File: src/rtl/e203_bpu_pkg.sv
// rtl/e203_bpu_pkg.sv - shared types and constants for the IFU branch predictor
package e203_bpu_pkg;

    typedef enum logic [1:0] {
        IDLE     = 2'd0,
        DEP_WAIT = 2'd1,
        RD_XN    = 2'd2
    } bpu_state_e;

    typedef enum logic [1:0] {
        SRC_X0 = 2'd0,
        SRC_X1 = 2'd1,
        SRC_XN = 2'd2
    } jalr_src_e;

    localparam int RFIDX_X1 = 1;

endpackage

File: src/rtl/e203_ifu_bpu_depchk.sv
// rtl/e203_ifu_bpu_depchk.sv - JALR rs1 read-after-write hazard check
module e203_ifu_bpu_depchk #(
    parameter int RFIDX_W = 5
) (
    input  logic [RFIDX_W-1:0] rs1idx,
    input  logic               oitf_empty,
    input  logic               ir_valid,
    input  logic               ir_rdwen,
    input  logic [RFIDX_W-1:0] ir_rdidx,
    output logic               dep
);

    // Any outstanding long-pipe write may target rs1, so it is treated as a hazard
    // alongside an exact rd match in the EXU IR.
    always_comb begin
        dep = ~oitf_empty | (ir_valid & ir_rdwen & (ir_rdidx == rs1idx));
    end

endmodule

File: src/rtl/e203_ifu_bpu_prdt.sv
// rtl/e203_ifu_bpu_prdt.sv - next-fetch PC prediction (optional E203_BPU_BACKWARD_TAKEN_EN)
module e203_ifu_bpu_prdt
    import e203_bpu_pkg::*;
#(
    parameter int PC_W    = 32,
    parameter int XLEN    = 32,
    parameter int RFIDX_W = 5
) (
    input  logic               clk,
    input  logic               rst_n,
    input  logic               dec_vld,
    input  logic               dec_jal,
    input  logic               dec_jalr,
    input  logic               dec_bxx,
    input  logic [XLEN-1:0]    dec_bjp_imm,
    input  logic [RFIDX_W-1:0] dec_jalr_rs1idx,
    input  logic [PC_W-1:0]    pc,
    input  logic               oitf_empty,
    input  logic               ir_valid,
    input  logic               ir_rdwen,
    input  logic [RFIDX_W-1:0] ir_rdidx,
    input  logic [XLEN-1:0]    rf2bpu_x1,
    input  logic [XLEN-1:0]    rf2bpu_rs1,
    output logic               bpu2rf_rs1_ena,
    output logic               bpu_wait,
    output logic               prdt_vld,
    output logic               prdt_taken,
    output logic [PC_W-1:0]    prdt_tgt
);

    bpu_state_e state;
    bpu_state_e state_nxt;
    jalr_src_e  jalr_src;
    logic       dep;
    logic       use_jalr;
    logic       bxx_taken;
    logic [XLEN-1:0] base;
    logic [XLEN-1:0] sum;
    logic [PC_W-1:0] tgt;
    logic       vld_c;
    logic       taken_c;
    logic       wait_c;
    logic       ena_c;

    e203_ifu_bpu_depchk #(.RFIDX_W(RFIDX_W)) u_depchk (
        .rs1idx     (dec_jalr_rs1idx),
        .oitf_empty (oitf_empty),
        .ir_valid   (ir_valid),
        .ir_rdwen   (ir_rdwen),
        .ir_rdidx   (ir_rdidx),
        .dep        (dep)
    );

    // JAL wins over JALR if both are flagged; classify the JALR base register
    always_comb begin
        use_jalr = dec_jalr & ~dec_jal;
        if (dec_jalr_rs1idx == '0)
            jalr_src = SRC_X0;
        else if (dec_jalr_rs1idx == RFIDX_W'(RFIDX_X1))
            jalr_src = SRC_X1;
        else
            jalr_src = SRC_XN;
`ifdef E203_BPU_BACKWARD_TAKEN_EN
        bxx_taken = dec_bjp_imm[XLEN-1];
`else
        bxx_taken = 1'b0;
`endif
    end

    // Target adder: base selection, XLEN-wide sum, truncation and JALR bit-0 clear
    always_comb begin
        if (state == RD_XN)
            base = rf2bpu_rs1;
        else if (use_jalr && jalr_src == SRC_X0)
            base = '0;
        else if (use_jalr && jalr_src == SRC_X1)
            base = rf2bpu_x1;
        else
            base = XLEN'(pc);
        sum = base + dec_bjp_imm;
        tgt = PC_W'(sum);
        if (use_jalr)
            tgt[0] = 1'b0;
    end

    // Prediction FSM: same-cycle results, dependency stalls and the xN read slot
    always_comb begin
        state_nxt = state;
        vld_c     = 1'b0;
        taken_c   = 1'b0;
        wait_c    = 1'b0;
        ena_c     = 1'b0;
        case (state)
            IDLE: begin
                if (dec_vld) begin
                    if (dec_jal) begin
                        vld_c   = 1'b1;
                        taken_c = 1'b1;
                    end else if (dec_jalr) begin
                        if (jalr_src == SRC_X0) begin
                            vld_c   = 1'b1;
                            taken_c = 1'b1;
                        end else if (dep) begin
                            wait_c    = 1'b1;
                            state_nxt = DEP_WAIT;
                        end else if (jalr_src == SRC_X1) begin
                            vld_c   = 1'b1;
                            taken_c = 1'b1;
                        end else begin
                            ena_c     = 1'b1;
                            wait_c    = 1'b1;
                            state_nxt = RD_XN;
                        end
                    end else if (dec_bxx) begin
                        vld_c   = 1'b1;
                        taken_c = bxx_taken;
                    end else begin
                        vld_c = 1'b1;
                    end
                end
            end
            DEP_WAIT: begin
                if (!dec_vld) begin
                    state_nxt = IDLE;
                end else if (dep) begin
                    wait_c = 1'b1;
                end else if (jalr_src == SRC_XN) begin
                    ena_c     = 1'b1;
                    wait_c    = 1'b1;
                    state_nxt = RD_XN;
                end else begin
                    vld_c     = 1'b1;
                    taken_c   = 1'b1;
                    state_nxt = IDLE;
                end
            end
            RD_XN: begin
                state_nxt = IDLE;
                if (dec_vld) begin
                    vld_c   = 1'b1;
                    taken_c = 1'b1;
                end
            end
            default: state_nxt = IDLE;
        endcase
    end

    // Outputs are quiet while reset is held so a pending read result never escapes
    always_comb begin
        prdt_vld       = rst_n & vld_c;
        prdt_taken     = rst_n & taken_c;
        bpu_wait       = rst_n & wait_c;
        bpu2rf_rs1_ena = rst_n & ena_c;
        prdt_tgt       = (rst_n && vld_c) ? tgt : '0;
    end

    // State register
    always_ff @(posedge clk) begin
        if (!rst_n)
            state <= IDLE;
        else
            state <= state_nxt;
    end

endmodule

File: config.mk
export PLATFORM = sky130hd
export DESIGN_NAME = e203_ifu_bpu_prdt
export DESIGN_NICKNAME = d
export VERILOG_FILES = /design/src/rtl/e203_bpu_pkg.sv /design/src/rtl/e203_ifu_bpu_depchk.sv /design/src/rtl/e203_ifu_bpu_prdt.sv
export SDC_FILE = /design/constraint.sdc
export NUM_CORES = 1
export LEC_CHECK = 0
export CAP_MARGIN = 20
export CORE_ASPECT_RATIO = 1.25
export CORE_MARGIN = 1
export CORE_UTILIZATION = 37
export CTS_BUF_LIST = sky130_fd_sc_hd__clkbuf_8 sky130_fd_sc_hd__clkbuf_16
export DETAILED_ROUTE_END_ITERATION = 7
export PLACE_DENSITY = 0.84
export SYNTH_ARGS = -nofsm -noshare
export SYNTH_HDL_FRONTEND = slang
export SYNTH_SLANG_ARGS = --single-unit
File: constraint.sdc
create_clock -name clk -period 7.83 [get_ports clk]
set_clock_uncertainty 0.1 [all_clocks]
set_input_delay 1.566 -clock clk [delete_from_list [all_inputs] [get_ports clk]]
set_output_delay 1.566 -clock clk [all_outputs]
set_load 0.02 [all_outputs]
# ---- Word level (Yosys, flattened, before mapping)
# Index checks and enable logic that the tools add are counted.
dict set report word_totals {
  wordCells 81
  out_inout_bits 36
  inputBits 147
  regBits 2
}
dict set report op_classes {
  eq_ne 12
  addsub 1
  bitwise_logic 10
  reduce_logical 7
  mux 50
}
# operator count
set ops {}
lappend ops {{$mux 32} 4}
lappend ops {{$add 32x32->32} 1}
lappend ops {{$mux 1} 30}
lappend ops {{$mux 2} 11}
lappend ops {{$ne 2x2->1 const B} 4}
lappend ops {{$and 1x1->1} 7}
lappend ops {{$ne 3x3->1 const B} 2}
lappend ops {{$pmux 1 s3} 2}
lappend ops {{$reduce_and 6->1} 1}
lappend ops {{$eq 5x1->1 const B} 1}
lappend ops {{$eq 5x5->1} 1}
lappend ops {{$logic_not 5->1} 1}
lappend ops {{$eq 2x1->1 const B} 2}
lappend ops {{$eq 2x2->1 const B} 2}
lappend ops {{$logic_not 2->1} 2}
lappend ops {{$pmux 1 s2} 2}
lappend ops {{$pmux 2 s2} 1}
lappend ops {{$logic_and 1x1->1} 3}
lappend ops {{$not 1->1} 2}
lappend ops {{$or 1x1->1} 1}

# ---- Longest topological paths before layout
dict set report logic_depth {
  word_depth 13
  mapped_depth 16
  mapped_depth_nobuf 14
}

# ---- Modules after synthesis
# A second synthesis with hierarchy kept.
dict set report hier_totals {
  cells_unflattened 470
  area_unflattened_um2 2917.8
}
# mod seq_area_each_um2 instances cells_per_inst area_per_inst_um2
set by_module_without_submodules {}
lappend by_module_without_submodules {e203_ifu_bpu_prdt 40.0 1 462 2857.7}
lappend by_module_without_submodules {e203_ifu_bpu_depchk 0.0 1 8 60.1}

# ---- Worst setup path after synthesis
# No wires, ideal clock.
dict set report synth_path {
  path_type {input-to-output}
  from {input dec_jalr_rs1idx[3]}
  to {output prdt_tgt[30]}
  stages 16
  required_ns 6.164
  n_path_buf 2
  slack_ns 1.104
  arrival_time_ns 5.060
  path_cell_list {nor4_1 and3_1 clkbuf_1 buf_2 mux2i_1 o21ai_0 ha_1 fa_1 nand3_1 nand2_1 a21oi_1 a31oi_1 o2111ai_1 a21oi_1 o21a_1 nor3_1}
}
dict set report synth_via {
  elab_chain_cells 13
  word_cells_on_any_way 28
  classes_between {add/sub (1); eq/ne (4); mux (16); bitwise (2); reduce/logical (5)}
}
# element line_no
set synth_rtl {}
lappend synth_rtl {{start, declared} e203_ifu_bpu_prdt.sv:16} ;# input logic [RFIDX_W-1:0] dec_jalr_rs1idx,
lappend synth_rtl {{branches (longest 12 deep; another with $add 32x32->32)} -}
lappend synth_rtl {{$mux 32 *} e203_ifu_bpu_prdt.sv:154} ;# prdt_tgt = (rst_n && vld_c) ? tgt : '0;
lappend synth_rtl {{end, declared} e203_ifu_bpu_prdt.sv:28} ;# output logic [PC_W-1:0] prdt_tgt
# Every way passes the cells marked *.

# ---- Final worst setup path
dict set report layout_path {
  from {input dec_jalr_rs1idx[3]}
  to {output prdt_tgt[25]}
}
# The elaborated chain is that of the path after synthesis.

==> qor.yml <==
remaining_drc_errors: 0
design.final.nets: 760
track_usage_pct: 25.0
place.detailed.hpwl_um: 8220
synth-seq-cells: 2
total_die_area_sq_um: 7530
synth_edf_count: 0
max_stage_delay_ns: 0.62
largest_family_of_logic_cells_by_synthesized_area: "compound AO/OA/AOI/OAI gates"
worst-endpoint-required_ns: 6.16
tritoncts_clock_tree: "yes"
fraction_of_the_mapped_netlist_area_in_simple_logic_gates_pct: 26.0
finalSetupViolations: 0
place_worst_setup_slack_ns: 0.0138
leak_pwr_nw: 1.98
worst_slew_margin_rel_pct: 58.7
synth.distinct_cells: 52
critical_path.slowest_cell: "sky130_fd_sc_hd__clkdlybuf4s50_1"
start_util_pct: 38.1
final.setup.worst_slack_ns: 0.240
post_synth_inst_count: 391
layout_min_cycle_time_ns: 7.59
gp_routability_congestion: 0.899
syn_to_final_growth_pct: 77.9
status: "complete, no violations"
clk_pin_slew_worst_paths_ns: 0.03
post_layout_nonfiller_instances: 662
htreeDepth: 1
cts_sinks: 2
cp.buffers_inverters: 3
cts-root-buf: "sky130_fd_sc_hd__clkbuf_8"
fin_util_pct: 67.8
yosys.area_share.adder_pct: 18.6
largest_register_ffs: 2
fp-row-count: 34
postPlaceCellArea_sq_um: 4640
synthesis.area_sq_um: 2660
crit_chain: "clkdlybuf4s50_1 > or4_1 > nor2_1 > a21o_1 > buf_4 > o21ai_0 > ha_1 > and4_1 > and3_1 > or4b_4 > a31oi_2 > o2111ai_1 > nand2_1 > xnor2_1 > nor2_1 > clkdlybuf4s50_1"
detailedRoute.firstIterationViolations: 112
multi_input_comb_area_sq_um: 2560
final_wirelength_um: 9930
synth_mux_area_share_pct: 12.4
numPortBuffers: 181
cts-buffers-inserted: 3
crit_fanout: 13
max_freq_mhz: 132
die_width_um: 77.8
vias_per_cell: 5.47
clk-insertion-delay-late_ns: 0.21
worstHoldPathType: "reg -> reg"
end_kind: "output pin"
final.fill_count: 598
timing.reg2reg.setup_slack_ns: 6.90
route.antenna.remaining_nets: 0
maxCapViolations: 0
slew_violations: 0
dpl_cells: 659
drt-pass1-iter-count: 4
seq_area_sq_um: 40.0
yosys_warnings: 0
io_pins: 183
critical_path.top_delay_family: "simple AND/OR/NAND/NOR gates"
start_to_end_type_of_the_worst_setup_path: "in -> out"
grt_antenna_before_repair: 0
top_regs: "state x2"
final_hold_viol_count: 0
min_period_over_period_pct: 96.9
synth_nets: 577
start_kind: "input port"
design_area_final_sq_um: 4730
die-height_um: 96.8
grt_first_pass_wirelength_um: 15600
detail_route.wl_per_cell_um: 15.0
registers.top_by_ff_count: "state"
worst_ir_drop_vdd_v: 0.0000399
cp_data_arrival_time_ns: 5.92
final.setup.tns_ns: 0
core-area_sq_um: 6980
power_density_nw_per_um2: 76.7
first_global_vias: 3503
syn-mean-instance-area_sq_um: 6.80
async_flop_share_pct: 0
seq_area_frac_synth_pct: 1.51
worst_pin_slew_ns: 0.613
total_overflow_reported_by_the_global_router: 0
num_vias: 3619
synth_area_in_xor_xnor_pct: 10.2
dominantRegCellSynth: "sky130_fd_sc_hd__dfxtp_1"
post_synthesis_compound_gate_area_fraction_pct: 27.3
antenna_diode_count: 0
grt_max_degree: 34
drive_above_1_share_pct: 6.47
clock_path_buffers: 2
## stage by stage
step | power, mW | hold WS [ns]
after global routing | 0.392 | 0.634
after CTS | 0.360 | 0.580
final | 0.363 | 0.603
after detailed placement | 0.317 | 0.579
after global placement | 0.311 | 0.533
after floorplan | 0.181 | 0.493
## what timing repair did
action | CTS | global route
setup buffers | 0 | 0
hold buffers | 0 | 0
setup endpoints to repair | 1 | 10
gates resized for setup | 1 | 12
## final timing paths
path                       from      endpoint  depth (start not counted)
min reg2reg            state[1]      state[1]                          3
min                    state[1]      state[1]                          3
max          dec_jalr_rs1idx[3]  prdt_tgt[25]                         16
max reg2reg            state[1]      state[1]                          3
## worst min-delay path, delay by kind of cell (launching register included)
| family | cells | cell delay [ns] |
|---|---|---|
| DFF | 1 | 0.40 |
| and+or+nand+nor | 2 | 0.14 |
| AOI/OAI and AO/OA | 1 | 0.11 |
## cell usage after synthesis (4+ instances only)
master,n,area [sq um]
sky130_fd_sc_hd__xor2_1,13,114
sky130_fd_sc_hd__a21o_1,18,135
sky130_fd_sc_hd__a31oi_1,5,31.3
sky130_fd_sc_hd__ha_1,38,475
sky130_fd_sc_hd__and3_1,5,31.3
sky130_fd_sc_hd__o21ai_0,43,215
sky130_fd_sc_hd__nor3_1,15,75.1
sky130_fd_sc_hd__o21a_1,5,37.5
sky130_fd_sc_hd__mux2i_1,33,330
sky130_fd_sc_hd__nor2b_1,6,37.5
sky130_fd_sc_hd__clkbuf_1,10,37.5
sky130_fd_sc_hd__a21oi_1,23,115
sky130_fd_sc_hd__o21bai_1,4,30.0
sky130_fd_sc_hd__inv_1,4,15.0
sky130_fd_sc_hd__nand2_1,58,218
sky130_fd_sc_hd__nand4_1,6,37.5
sky130_fd_sc_hd__xnor2_1,18,158
sky130_fd_sc_hd__o21ai_1,4,20.0
sky130_fd_sc_hd__nor2_1,36,135
## logic make-up after synthesis
| logic type | after synthesis |
|---|---|
| AND/OR/NAND/NOR | 148 |
| multiplexers | 33 |
| XOR/XNOR | 31 |
| flip-flops | 2 |
| adder cells (fa/ha/maj) | 39 |
| buffers and inverters | 20 |
| AO/OA/AOI/OAI | 118 |
## placed cells by master (no fill, tap or decap), types with 2 or more instances in the layout
| cell | n |
|---|---|
| sky130_fd_sc_hd__dfxtp_1 | 2 |
| sky130_fd_sc_hd__a21o_1 | 18 |
| sky130_fd_sc_hd__nor2_1 | 36 |
| sky130_fd_sc_hd__nand2b_1 | 3 |
| sky130_fd_sc_hd__o22ai_1 | 2 |
| sky130_fd_sc_hd__o21bai_1 | 3 |
| sky130_fd_sc_hd__buf_12 | 3 |
| sky130_fd_sc_hd__and3_2 | 4 |
| sky130_fd_sc_hd__buf_4 | 10 |
| sky130_fd_sc_hd__nor2b_1 | 5 |
| sky130_fd_sc_hd__clkdlybuf4s50_1 | 174 |
| sky130_fd_sc_hd__nor3_1 | 15 |
| sky130_fd_sc_hd__nand4_1 | 6 |
| sky130_fd_sc_hd__o21ai_0 | 43 |
| sky130_fd_sc_hd__dlymetal6s2s_1 | 7 |
| sky130_fd_sc_hd__nand3_1 | 3 |
| sky130_fd_sc_hd__and3_1 | 4 |
| sky130_fd_sc_hd__xor2_1 | 13 |
| sky130_fd_sc_hd__mux2i_1 | 33 |
| sky130_fd_sc_hd__a31oi_2 | 3 |
| sky130_fd_sc_hd__xnor2_1 | 18 |
| sky130_fd_sc_hd__inv_1 | 4 |
| sky130_fd_sc_hd__clkbuf_8 | 3 |
| sky130_fd_sc_hd__o21ai_1 | 4 |
| sky130_fd_sc_hd__a31oi_1 | 2 |
| sky130_fd_sc_hd__a211oi_1 | 2 |
| sky130_fd_sc_hd__ha_1 | 38 |
| sky130_fd_sc_hd__o21a_1 | 5 |
| sky130_fd_sc_hd__a21oi_1 | 23 |
| sky130_fd_sc_hd__nand2_1 | 58 |
| sky130_fd_sc_hd__a21o_2 | 2 |
## area by class of cell
| class | instances | area share, % |
|---|---|---|
| Sequential cell | 2 | 0.846 |
| Timing Repair Buffer | 194 | 41.5 |
| Tap cell | 90 | 2.38 |
| Multi-Input combinational cell | 369 | 54.1 |
| Clock buffer | 3 | 0.873 |
| Inverter | 4 | 0.317 |
## power breakdown
| part | leakage (nW) | switching, mW | internal [mW] |
|---|---|---|---|
| clock | 0.0216 | 0.00690 | 0.0324 |
| sequential | 0.0162 | 0.000293 | 0.0105 |
| combinational | 1.94 | 0.144 | 0.169 |
## metal layers
metal / share of wire, % / global-route usage [%] / up-vias
li1: - / - / 1789
met1: 38 / 26.2 / 1658
met2: 53 / 48.5 / 150
met3: 6.3 / 3.87 / 22
met4: 2.8 / 9.29 / 0
met5: 0 / 0 / -
Note: power is estimated with default switching activity, not from simulation.
